## config.mk

```make
export PLATFORM = sky130hd
export DESIGN_NAME = cordic_result_fifo
export DESIGN_NICKNAME = d
export VERILOG_FILES = /design/src/rtl/cordic_pkg.sv /design/src/rtl/cordic_fifo_ram.sv /design/src/rtl/cordic_result_fifo.sv
export SDC_FILE = /design/constraint.sdc
export NUM_CORES = 1
export LEC_CHECK = 0
export ABC_AREA = 1
export BUFFER_PORTS_ARGS = -buffer_cell sky130_fd_sc_hd__buf_4
export CAP_MARGIN = 0
export CORE_MARGIN = 2
export CORE_UTILIZATION = 40
export CTS_BUF_LIST = sky130_fd_sc_hd__clkbuf_4 sky130_fd_sc_hd__clkbuf_8
export DETAILED_ROUTE_END_ITERATION = 7
export GPL_TIMING_DRIVEN = 0
export HOLD_SLACK_MARGIN = 0.03
export PLACE_DENSITY = 0.59
export SLEW_MARGIN = 15
export SYNTH_ARGS = -nofsm -noshare
export SYNTH_HDL_FRONTEND = slang
export SYNTH_HIERARCHICAL = 1
export SYNTH_SLANG_ARGS = --single-unit
```

## constraint.sdc

```tcl
create_clock -name HCLK -period 3.2 [get_ports HCLK]
set_input_delay 0.96 -clock HCLK [delete_from_list [all_inputs] [get_ports HCLK]]
set_output_delay 0.96 -clock HCLK [all_outputs]
set_load 0.01 [all_outputs]
```

## src/rtl/cordic_pkg.sv

```systemverilog
// Shared CORDIC datapath constants and the result-FIFO operation encoding.
package cordic_pkg;

  localparam int CORDIC_WIDTH      = 32;
  localparam int CORDIC_FIFO_DEPTH = 8;

  // Bit 0 = accepted write, bit 1 = accepted pop.
  typedef enum logic [1:0] {
    OP_NONE = 2'b00,
    OP_PUSH = 2'b01,
    OP_POP  = 2'b10,
    OP_BOTH = 2'b11
  } fifo_op_e;

endpackage

```

## src/rtl/cordic_fifo_ram.sv

```systemverilog
// Result FIFO storage: DEPTH x WIDTH, one synchronous write port, one async read port.
// Latency: write visible on rd_dat the cycle after the write edge.
// Backpressure: none; the caller gates wr_en.
module cordic_fifo_ram #(
  parameter int WIDTH = 32,
  parameter int DEPTH = 8,
  parameter int AW    = $clog2(DEPTH)
) (
  input  logic             HCLK,
  input  logic             wr_en,
  input  logic [AW-1:0]    wr_addr,
  input  logic [WIDTH-1:0] wr_dat,
  input  logic [AW-1:0]    rd_addr,
  output logic [WIDTH-1:0] rd_dat
);

  logic [WIDTH-1:0] mem [DEPTH];

  always_ff @(posedge HCLK) begin
    if (wr_en) mem[wr_addr] <= wr_dat;
  end

  assign rd_dat = mem[rd_addr];

endmodule

```

## src/rtl/cordic_result_fifo.sv

```systemverilog
// Buffers CORDIC result words for bus-side reads, first-word-fall-through.
// Latency: a word written at edge N is at the head the cycle after edge N.
// Backpressure: none upstream; writes while full are dropped and flagged via overflow.
module cordic_result_fifo
  import cordic_pkg::*;
#(
  parameter int WIDTH = CORDIC_WIDTH,
  parameter int DEPTH = CORDIC_FIFO_DEPTH
) (
  input  logic                     HCLK,
  input  logic                     HRESET,
  input  logic                     valid_out_interface,
  input  logic [WIDTH-1:0]         out_interface,
  input  logic                     read_fifo_en,
  input  logic                     clear_flags,
  output logic [WIDTH-1:0]         out_fifo,
  output logic                     empty,
  output logic                     full,
  output logic [$clog2(DEPTH):0]   count,
  output logic                     overflow,
  output logic                     underflow
);

  localparam int AW = $clog2(DEPTH);
  localparam int CW = AW + 1;

  logic [AW-1:0]    wr_ptr;
  logic [AW-1:0]    rd_ptr;
  logic [WIDTH-1:0] rd_dat;
  logic             wr_acc;
  logic             rd_acc;
  fifo_op_e         op;

  assign empty = (count == '0);
  assign full  = (count == CW'(DEPTH));

  // A pop frees a slot in the same cycle, so a full FIFO still takes a write alongside it.
  assign rd_acc = read_fifo_en && !empty;
  assign wr_acc = valid_out_interface && (!full || rd_acc);
  assign op     = fifo_op_e'({rd_acc, wr_acc});

  cordic_fifo_ram #(
    .WIDTH (WIDTH),
    .DEPTH (DEPTH),
    .AW    (AW)
  ) u_ram (
    .HCLK    (HCLK),
    .wr_en   (wr_acc),
    .wr_addr (wr_ptr),
    .wr_dat  (out_interface),
    .rd_addr (rd_ptr),
    .rd_dat  (rd_dat)
  );

  assign out_fifo = empty ? '0 : rd_dat;

  always_ff @(posedge HCLK) begin
    if (HRESET) begin
      wr_ptr    <= '0;
      rd_ptr    <= '0;
      count     <= '0;
      overflow  <= 1'b0;
      underflow <= 1'b0;
    end else begin
      if (wr_acc) wr_ptr <= wr_ptr + AW'(1);
      if (rd_acc) rd_ptr <= rd_ptr + AW'(1);

      case (op)
        OP_PUSH: count <= count + CW'(1);
        OP_POP:  count <= count - CW'(1);
        default: count <= count;
      endcase

      // A new event in the same cycle as clear_flags leaves the flag set.
      if (valid_out_interface && !wr_acc) overflow <= 1'b1;
      else if (clear_flags)               overflow <= 1'b0;

      if (read_fifo_en && empty) underflow <= 1'b1;
      else if (clear_flags)      underflow <= 1'b0;
    end
  end

endmodule

```

==> metrics <==
slowest cell on the critical path=dfxtp_1; status=complete, no violations; CORE AREA=29800 um2; IO Count=77; fraction of registers with async set/reset=0%; Area Growth Syn to Fin=18.7%; CP Capture Type=output pin; IO Port Bufs=76; total CTS buffers=46; maxcap violations=0; leakage power=6.77 nW; crit path DAT=2.15 ns; Post-synth EDFFs=256; Syn Area/Cell=9.52 um2; FF+latch count, synth=268; Least-Margin Pin Slew=0.733 ns; highest clock rate=321 MHz; vias per cell=4.57; RSZ-0062 raised after global routing=true; Reg clk slew, reported paths=0.06 ns; fin. max-slew vios=0; Wirelength per Cell=15.6 um; CTS max path bufs=3; Yosys cell types=26; maximum vdd drop=0.000320 V; fin nets=1454; DRC Markers=0; Crit path largest cell delay=0.37 ns; Post-Syn Nets=1320; critical path launch point type=flip-flop; largest net degree at the start of global routing=21; GP Congestion=0.758; CTS tree=built; Final min period=3.11 ns; Final Hold Slack=0.464 ns; CP cell instances=clkbuf_1, inv_1, buf_2, nand2_1, nand2_1, inv_1, nor2_1, buf_4; first-pass GRT wire length=43.7 mm; ant diodes=0; GRT Total Usage=18.2%; worst relative slew slack=51.0%; First DRT Iteration DRCs=446; top_reg_cell synth=edfxtp_1; WL final=28.7 mm; die footprint=31800 um2; Vias=8374; final instance area=14400 um2; final-report hold violation count=0; WP data required=2.24 ns; P per Cell Area=669 nW/um2; Max FO, Critical Path=10; post-route ant nets=0; kind of critical path=reg2out; worst hold path type=reg2reg; DR pass1 iterations=5; TritonCTS Sinks=268; initial antenna violation count=0; Die X=178 um; Tcrit/Tclk final=97.3%; fillers=2746; grt ovf=0; Root Buffer=clkbuf_8; Mapped Area=12200 um2; Layout Skew=0.0247 ns; Post-DP Area=13500 um2; die height=178 um; row cnt=63; setup total negative slack=0 ns; vias in the first global route=8030; layout cells sized above 1=16.0%; final setup fails=0; sequential-to-total area share from yosys stat=65.2%; CTS H-Tree Depth=2; Starting Density=40.8%; HPWL reported at the end of detailed placement=18.6 mm; Syn Inst Count=1278; YS warnings=6; worst skew pair latency=0.56 ns
-- final timing paths --
| kind | slack, ns | end | start | depth (start not counted) |
|---|---|---|---|---|
| setup / recovery | 0.09 | out_fifo[16] | rd_ptr[2] | 8 |
| setup reg to reg | 0.78 | u_ram/mem[3][21] | count[0] | 9 |
| hold / removal | 0.46 | underflow | underflow | 2 |
| hold reg to reg | 0.46 | underflow | underflow | 2 |
-- layout by cell type (no fill, tap or decap), types with 2 or more instances in the layout --
| cell | netlist | final |
|---|---|---|
| nand2_1 | 433 | 433 |
| inv_1 | 307 | 307 |
| edfxtp_1 | 256 | 256 |
| nand3_1 | 133 | 133 |
| buf_4 | 5 | 85 |
| clkbuf_8 | 0 | 49 |
| nor2_1 | 46 | 38 |
| clkbuf_4 | 0 | 22 |
| buf_2 | 23 | 20 |
| dfxtp_1 | 12 | 11 |
| buf_6 | 11 | 11 |
| nor2_4 | 2 | 10 |
| clkinv_1 | 1 | 10 |
| a21oi_1 | 8 | 8 |
| buf_16 | 0 | 7 |
| o21ai_0 | 6 | 6 |
| clkbuf_2 | 0 | 6 |
| nand3_2 | 4 | 4 |
| inv_2 | 4 | 4 |
| ha_1 | 4 | 4 |
| clkinv_2 | 0 | 3 |
| buf_12 | 0 | 3 |
| nand2_2 | 2 | 2 |
| nand2_4 | 2 | 2 |
| o21ai_1 | 2 | 2 |
-- power breakdown --
| part | switching, mW | internal (mW) | total, mW |
|---|---|---|---|
| Combinational | 1.71 | 1.00 | 2.71 |
| Clock | 1.31 | 1.61 | 2.92 |
| Sequential | 0.0625 | 3.97 | 4.03 |
-- metal layers --
metal / global-route usage [%] / vias to the layer above / wire length [um]
li1: - / 4196 / -
met1: 24.8 / 3915 / 13100
met2: 29.0 / 209 / 13200
met3: 3.73 / 54 / 1660
met4: 6.37 / 0 / 755
met5: 0 / - / 0
-- timing repair --
item | 4_1_cts | 5_1_grt
setup buffers | 0 | 0
pin swaps | 0 | 0
setup endpoints to repair | 32 | 32
hold buffers | 0 | 0
resized for setup | 12 | 13
-- through the flow --
stage	worst slack, ns	utilization [%]	std cells	power [mW]
after floorplan	0.0633	-	1278	5.72
after global placement	-1.49	44.4	1744	6.73
after detailed placement	0.315	45.4	1754	6.80
after CTS	0.00186	48.4	1834	9.74
after global routing	-0.00574	48.5	1834	10.2
final	0.0880	48.5	1834	9.65
-- registers in the layout, summed over array words and instances, names as in the netlist --
register	flops
rd_ptr	3
underflow	1
wr_ptr	3
count	4
overflow	1
u_ram/mem	256
-- Yosys cell counts (2+ instances only) --
cell type / n / area [um2]
nand3_1: 133 / 666
inv_1: 307 / 1150
nand3_2: 4 / 40.0
buf_1: 5 / 18.8
nand2_4: 2 / 22.5
edfxtp_1: 256 / 7690
inv_2: 4 / 15.0
buf_6: 11 / 124
nand2_2: 2 / 12.5
dfxtp_1: 12 / 240
clkbuf_1: 7 / 26.3
a21oi_1: 8 / 40.0
buf_4: 5 / 37.5
buf_2: 23 / 115
o21ai_1: 2 / 10.0
ha_1: 4 / 50.1
nor2_4: 2 / 22.5
nand2_1: 433 / 1630
nor2_1: 46 / 173
o21ai_0: 6 / 30.0
-- critical path: cells and delay by family (launching register included) --
family | cells | cell delay [ns]
DFF | 1 | 0.37
and+or+nand+nor | 3 | 0.25
buffers and inverters | 5 | 0.97
-- cell type report --
class | instances | area [um2] | area share [%]
Clock buffer | 67 | 810 | 5.61
Tap cell | 390 | 488 | 3.38
Sequential cell | 268 | 7930 | 54.9
Timing Repair Buffer | 86 | 823 | 5.70
Clock inverter | 13 | 56.3 | 0.390
Buffer | 51 | 355 | 2.46
Inverter | 312 | 1170 | 8.12
Multi-Input combinational cell | 647 | 2810 | 19.4
-- cell families (layout without fill, tap and decap cells) --
kind of cell	Yosys count	count (layout)	share of synthesized area, %
AOI/OAI and AO/OA	17	17	0.792
xor gates and xnor gates	1	1	0.0720
adders and majority gates	5	5	0.576
buffers and inverters	363	529	12.3
DFF	268	268	65.2
and+or+nand+nor	624	624	21.1
No activity file was read; power rests on OpenSTA's default activity.
